--- config.mk ---
export PLATFORM = sky130hd
export DESIGN_NAME = aes_ctr_stream_arbiter
export DESIGN_NICKNAME = d
export VERILOG_FILES = /design/src/rtl/aes_ctr_stream_arbiter.sv
export SDC_FILE = /design/constraint.sdc
export NUM_CORES = 1
export LEC_CHECK = 0
export CORE_AREA = 2 2 343 345
export CTS_CLUSTER_DIAMETER = 100
export DETAILED_ROUTE_END_ITERATION = 7
export DIE_AREA = 0 0 345 347
export PLACE_DENSITY = 0.39
export SYNTH_ARGS = -nofsm -noshare
export SYNTH_HDL_FRONTEND = slang
export SYNTH_SLANG_ARGS = --single-unit
--- constraint.sdc ---
create_clock -name Clk -period 1.9 [get_ports Clk]
set_input_delay 0.285 -clock Clk [delete_from_list [all_inputs] [get_ports Clk]]
set_output_delay 0.285 -clock Clk [all_outputs]
set_load 0.05 [all_outputs]
--- src/rtl/aes_ctr_stream_arbiter.sv ---
// Packet-atomic round-robin arbiter sharing one AES-256-CTR streaming core between two AXI-Stream requesters.
// Optional per-channel release counters are enabled with `define AES_ARB_STATS_EN.
module aes_ctr_stream_arbiter #(
    parameter int BLOCK_SIZE   = 128,
    parameter int HEADER_BEATS = 3
) (
    input  logic                    Clk,
    input  logic                    Rst,
    input  logic                    S0_axis_tvalid,
    output logic                    S0_axis_tready,
    input  logic [BLOCK_SIZE-1:0]   S0_axis_tdata,
    input  logic [BLOCK_SIZE/8-1:0] S0_axis_tkeep,
    input  logic                    S0_axis_tlast,
    input  logic                    S0_axis_tuser,
    input  logic                    S1_axis_tvalid,
    output logic                    S1_axis_tready,
    input  logic [BLOCK_SIZE-1:0]   S1_axis_tdata,
    input  logic [BLOCK_SIZE/8-1:0] S1_axis_tkeep,
    input  logic                    S1_axis_tlast,
    input  logic                    S1_axis_tuser,
    output logic                    C_axis_tvalid,
    input  logic                    C_axis_tready,
    output logic [BLOCK_SIZE-1:0]   C_axis_tdata,
    output logic [BLOCK_SIZE/8-1:0] C_axis_tkeep,
    output logic                    C_axis_tlast,
    output logic                    C_axis_tuser,
    input  logic                    R_axis_tvalid,
    output logic                    R_axis_tready,
    input  logic [BLOCK_SIZE-1:0]   R_axis_tdata,
    input  logic [BLOCK_SIZE/8-1:0] R_axis_tkeep,
    input  logic                    R_axis_tlast,
    output logic                    M0_axis_tvalid,
    input  logic                    M0_axis_tready,
    output logic [BLOCK_SIZE-1:0]   M0_axis_tdata,
    output logic [BLOCK_SIZE/8-1:0] M0_axis_tkeep,
    output logic                    M0_axis_tlast,
    output logic                    M1_axis_tvalid,
    input  logic                    M1_axis_tready,
    output logic [BLOCK_SIZE-1:0]   M1_axis_tdata,
    output logic [BLOCK_SIZE/8-1:0] M1_axis_tkeep,
    output logic                    M1_axis_tlast,
    output logic [1:0]              Grant
`ifdef AES_ARB_STATS_EN
    ,
    output logic [31:0]             Pkt_count0,
    output logic [31:0]             Pkt_count1
`endif
);

    localparam int CNT_W = $clog2(HEADER_BEATS + 1);

    typedef enum logic [1:0] {ST_IDLE, ST_HEADER, ST_TEXT, ST_DRAIN} state_e;

    state_e             state_q, state_d;
    logic [1:0]         grant_q, grant_d;
    logic               last_grant_q, last_grant_d;
    logic [CNT_W-1:0]   beat_cnt_q, beat_cnt_d;

    logic owner, fwd, active, c_hs, r_hs, pkt_release;
    logic                    sel_tvalid, sel_tlast, sel_tuser;
    logic [BLOCK_SIZE-1:0]   sel_tdata;
    logic [BLOCK_SIZE/8-1:0] sel_tkeep;

    assign owner  = grant_q[1];
    assign fwd    = (state_q == ST_HEADER) || (state_q == ST_TEXT);
    assign active = (state_q != ST_IDLE);

    assign sel_tvalid = owner ? S1_axis_tvalid : S0_axis_tvalid;
    assign sel_tdata  = owner ? S1_axis_tdata  : S0_axis_tdata;
    assign sel_tkeep  = owner ? S1_axis_tkeep  : S0_axis_tkeep;
    assign sel_tlast  = owner ? S1_axis_tlast  : S0_axis_tlast;
    assign sel_tuser  = owner ? S1_axis_tuser  : S0_axis_tuser;

    // Every output is gated by state so that everything reads zero while idle or in reset.
    assign C_axis_tvalid  = fwd && sel_tvalid;
    assign C_axis_tdata   = fwd ? sel_tdata : '0;
    assign C_axis_tkeep   = fwd ? sel_tkeep : '0;
    assign C_axis_tlast   = fwd && sel_tlast;
    assign C_axis_tuser   = fwd && sel_tuser;
    assign S0_axis_tready = fwd && grant_q[0] && C_axis_tready;
    assign S1_axis_tready = fwd && grant_q[1] && C_axis_tready;

    assign R_axis_tready  = active && ((grant_q[0] && M0_axis_tready) || (grant_q[1] && M1_axis_tready));
    assign M0_axis_tvalid = active && grant_q[0] && R_axis_tvalid;
    assign M0_axis_tdata  = (active && grant_q[0]) ? R_axis_tdata : '0;
    assign M0_axis_tkeep  = (active && grant_q[0]) ? R_axis_tkeep : '0;
    assign M0_axis_tlast  = active && grant_q[0] && R_axis_tlast;
    assign M1_axis_tvalid = active && grant_q[1] && R_axis_tvalid;
    assign M1_axis_tdata  = (active && grant_q[1]) ? R_axis_tdata : '0;
    assign M1_axis_tkeep  = (active && grant_q[1]) ? R_axis_tkeep : '0;
    assign M1_axis_tlast  = active && grant_q[1] && R_axis_tlast;

    assign Grant = grant_q;

    assign c_hs = C_axis_tvalid && C_axis_tready;
    assign r_hs = R_axis_tvalid && R_axis_tready;
    // A final response beat frees the core even if the request side never sent its tlast.
    assign pkt_release = r_hs && R_axis_tlast && ((state_q == ST_TEXT) || (state_q == ST_DRAIN));

    // NOTE: sequential state uses non-blocking assignments so every register samples pre-edge values.
    always_ff @(posedge Clk or posedge Rst) begin
        if (Rst) begin
            state_q      <= ST_IDLE;
            grant_q      <= 2'b00;
            last_grant_q <= 1'b1;
            beat_cnt_q   <= '0;
        end else begin
            state_q      <= state_d;
            grant_q      <= grant_d;
            last_grant_q <= last_grant_d;
            beat_cnt_q   <= beat_cnt_d;
        end
    end

    // NOTE: every next-state signal gets its hold value first, so no path can infer a latch.
    always_comb begin
        state_d      = state_q;
        grant_d      = grant_q;
        last_grant_d = last_grant_q;
        beat_cnt_d   = beat_cnt_q;
        unique case (state_q)
            ST_IDLE: begin
                beat_cnt_d = '0;
                if (S0_axis_tvalid && S1_axis_tvalid) begin
                    grant_d = last_grant_q ? 2'b01 : 2'b10;
                    state_d = ST_HEADER;
                end else if (S0_axis_tvalid) begin
                    grant_d = 2'b01;
                    state_d = ST_HEADER;
                end else if (S1_axis_tvalid) begin
                    grant_d = 2'b10;
                    state_d = ST_HEADER;
                end
            end
            ST_HEADER: begin
                if (c_hs) begin
                    if (beat_cnt_q == CNT_W'(HEADER_BEATS - 1)) begin
                        beat_cnt_d = '0;
                        state_d    = ST_TEXT;
                    end else begin
                        beat_cnt_d = beat_cnt_q + CNT_W'(1);
                    end
                end
            end
            ST_TEXT: begin
                if (c_hs && sel_tlast) state_d = ST_DRAIN;
            end
            default: ;
        endcase
        if (pkt_release) begin
            state_d      = ST_IDLE;
            grant_d      = 2'b00;
            last_grant_d = owner;
        end
    end

`ifdef AES_ARB_STATS_EN
    logic [31:0] pkt_count0_q, pkt_count1_q;

    always_ff @(posedge Clk or posedge Rst) begin
        if (Rst) begin
            pkt_count0_q <= '0;
            pkt_count1_q <= '0;
        end else if (pkt_release) begin
            if (owner) pkt_count1_q <= pkt_count1_q + 32'd1;
            else       pkt_count0_q <= pkt_count0_q + 32'd1;
        end
    end

    assign Pkt_count0 = pkt_count0_q;
    assign Pkt_count1 = pkt_count1_q;
`endif

endmodule

==> flow_summary_export.csv, run 1 <==
group,metric,value,unit
outcome,status,"finished, violations left",
outcome,violations,"negative setup slack",
detailed_routing,drt-initial-drc-count,234,
floorplan,pin_count,889,
grt,gr-total-overflow,0,
floorplan,die-area,0.120,mm^2
cts,cts_buffer_depth,2,
cts,cts_made_buffers,3,
synthesis,netlist_area,0.00500,mm^2
synthesis,syn_avg_cell_area,7.11,um^2
synthesis,ys_types,29,
sta,final_max_slew_viol_count,0,
hold_path,hold_path_class,"primary input to async pin",
worst_setup_path,worstPathArrival,1.82,ns
floorplan,die_w,345,um
floorplan,start_util,4.32,%
sta,slew_headroom,72.5,%
sta,fmax,474,MHz
cells_and_area,design_area,0.0249,mm^2
detailed_routing,dr.pass1.iters,4,
placed_design,placed_cells,3174,
synthesis,syn_inst,704,
sta,worst_slew_pin_slew,0.405,ns
synthesis,yosys_register_bits,7,
sta,worst_slack,-0.208,ns
floorplan,rows,125,
worst_setup_path,cpMaxStageDelayCell,"dfrtp_1",
pwr,ir_drop,0.00131,V
cts,clock_latency,0.23,ns
grt,met2_usage,24.9,%
detailed_routing,routed_via_density,2.85,
detailed_routing,route.vias.total,9207,
sta,grt_setup_unrepaired,"true",
placed_design,place_ws,-0.325,ns
sta,clock_skew,0.00439,ns
detailed_routing,drtAntennaViolNets,0,
worst_setup_path,critPathKind,"flip-flop to output pin",
grt,grt_first_pass_wirelength,109,mm
detailed_routing,drcViolationCount,0,
cts,cts.clk_slew.worst_paths,0.04,ns
pwr,leakage,10.3,nW
flow_run,cap_viol_max_count,0,
sta,min_period,2.11,ns
worst_setup_path,rr_worst_depth,7,
detailed_routing,routed_wl,88.7,mm
cts,cts_tree,"done",
sta,hold_viol,0,
sta,setup_viol,428,
grt,grt_use_met1,16.2,%
synthesis,yosysWarnings,0,
grt,grt_util_met3,5.54,%
worst_setup_path,critPathLaunchType,"flip-flop",
placed_design,routabilityCongestion,0.884,
synthesis,synth_seq_area_share,3.53,%
sta,whs,0.311,ns
grt,globalRouteTotalUtil,13.8,%
sta,post-route-period-util,111,%
placed_design,dpl.hpwl,77.9,mm
cells_and_area,utilization,21.5,%
cells_and_area,finalNonFillerCells,3232,
worst_setup_path,critPathMaxStageDelay,0.36,ns
cells_and_area,drive_gt1_share,68.5,%
floorplan,die_height,347,um
grt,grt_max_degree,34,
grt,grt_antenna_before_repair,51,
grt,grt_pass1_vias,9755,
worst_setup_path,crit_chain,"inv_2 > ha_4 > nor2b_4 > buf_6 > clkbuf_16 > clkbuf_16 > and2_4 > buf_12",
worst_setup_path,cp_data_required_time,1.62,ns
cts,root_buffer,"clkbuf_16",
synthesis,synth_nets,1154,
cells_and_area,num-nets-final,2154,
detailed_routing,route.detailed.wl_per_inst,27.5,um
floorplan,core_area,0.116,mm^2
cts,cts_num_sinks,7,
cts,h-tree-depth,1,
worst_setup_path,worst-path-max-fanout,5,
worst_setup_path,cp_common_cell,"clkbuf_16",
placed_design,dpl_cell_area,0.0224,mm^2
pwr,powerDensity,2300,mW/mm^2
grt,grt.busiest_layer,"met2",
worst_setup_path,end_kind,"output pin",
placed_design,port_buffers,888,
cells_and_area,area_growth,398,%
[area by class of cell]
class                   count  area, um^2
fillers                 12500       90800
inverters                   3        11.3
diodes                      5        12.5
flip-flops and latches      7         181
multi-input cells         629        6920
well taps                1524        1910
repair buffers           1060       15800
clock buffers               4        78.8
[synth_stat cells]
library cell | count | share of area (%)
and2_1 | 292 | 37
nor2b_1 | 149 | 19
mux2i_1 | 148 | 30
clkbuf_1 | 47 | 3.5
buf_2 | 15 | 1.5
dfrtp_1 | 6 | 3.0
nor2_1 | 6 | 0.45
ha_1 | 5 | 1.3
mux2_2 | 4 | 0.90
a21oi_1 | 3 | 0.30
and3_1 | 3 | 0.38
inv_1 | 3 | 0.23
nand2_1 | 3 | 0.23
buf_1 | 2 | 0.15
nand2b_1 | 2 | 0.25
o21ai_0 | 2 | 0.20
o21ai_1 | 2 | 0.20
a21oi_2 | 1 | 0.18
a22o_1 | 1 | 0.18
a22oi_1 | 1 | 0.15
a22oi_2 | 1 | 0.25
buf_4 | 1 | 0.15
dfstp_2 | 1 | 0.53
mux2_4 | 1 | 0.30
nor3_2 | 1 | 0.20
nor4_2 | 1 | 0.25
nor4b_1 | 1 | 0.18
o221ai_1 | 1 | 0.18
o31ai_1 | 1 | 0.15
[sequential cells by signal, summed over array words and instances (netlist names)]
| signal | flops |
|---|---|
| state_q | 2 |
| Grant | 2 |
| last_grant_q | 1 |
| beat_cnt_q | 2 |
[kinds of logic after synthesis]
| group | share of synthesized area, % |
|---|---|
| and+or+nand+nor | 57.1 |
| muxes | 30.8 |
| buffers and inverters | 5.55 |
| AOI/OAI and AO/OA | 1.78 |
| DFF | 3.53 |
| adders and majority gates | 1.25 |
[repair_timing]
action | 4_1_cts | 5_1_grt
hold buffers | 0 | 0
buffers inserted | 23 | 11
gates cloned | 18 | 16
endpoints found under the setup margin | 444 | 446
gates resized for setup | 195 | 184
pin swaps | 23 | 13
[worst max-delay path: cells and delay by family, from the launching register on]
family        cells  cell delay [ns]
flops             1             0.36
buf+inv           5             0.69
simple gates      2             0.33
fa+ha+maj         1             0.19
[power breakdown]
group | internal, W | switching, W | leakage [nW]
logic | 0.0287 | 0.0279 | 10.2
registers | 0.000232 | 0.0000800 | 0.0821
clock network | 0.000280 | 0.0000848 | 0.0382
total | 0.0292 | 0.0280 | 10.3
[layout by cell type (no fill, tap or decap), types with 2 or more instances in the layout]
cell type        instances
clkbuf_16               17
nor2b_2                 23
buf_12                 470
buf_16                  16
a21oi_1                  3
mux2i_4                 38
clkdlybuf4s50_1        443
dfrtp_1                  4
and2_4                 240
buf_6                   18
nor2b_4                126
and3_4                   2
nor2_1                   6
o21ai_1                  2
buf_4                   73
diode_2                  5
buf_8                   24
mux2i_1                 60
inv_2                    2
nand2_1                  3
mux2_2                   4
and2_2                  51
mux2i_2                 50
ha_1                     4
nand2b_1                 2
[stage by stage]
stage          total power (W)  setup TNS, ns
6_report                0.0572         -50.39
5_1_grt                 0.0594         -76.66
4_1_cts                 0.0554         -51.56
3_5_place_dp            0.0502          -3.05
3_3_place_gp            0.0503          -3.58
2_1_floorplan           0.0245         -11.04
[final timing paths]
kind                                           start                   endpoint  slack (ns)
max in group asynchronous                        Rst   last_grant_q$_DFFE_PP1P_        1.30
max                           state_q[0]$_DFFE_PP0P_          M0_axis_tdata[19]       -0.21
min reg2reg                beat_cnt_q[0]$_DFFE_PP0P_  beat_cnt_q[1]$_DFFE_PP0P_        0.54
min in group Clk           beat_cnt_q[0]$_DFFE_PP0P_  beat_cnt_q[1]$_DFFE_PP0P_        0.54
max reg2reg                     Grant[1]$_DFFE_PP0P_     state_q[0]$_DFFE_PP0P_       -0.14
min                                              Rst     state_q[1]$_DFFE_PP0P_        0.31
[layer usage]
metal | routed length (um) | share of wire, %
met4 | 572 | 0.64
met5 | 54 | 0.061
met3 | 7890 | 8.9
met1 | 35100 | 40
met2 | 45100 | 51
(Power assumes the default switching activity.)
==> inputs of run 2 (changes only) <==
--- a/config.mk
+++ b/config.mk
@@ -7,6 +7,7 @@
 export LEC_CHECK = 0
 export CORE_AREA = 2 2 343 345
 export CTS_CLUSTER_DIAMETER = 100
+export CTS_CLUSTER_SIZE = 14
 export DETAILED_ROUTE_END_ITERATION = 7
 export DIE_AREA = 0 0 345 347
 export PLACE_DENSITY = 0.39
==> results of run 2 <==
Final layout, timing and power as in run 1 (identical DEF).
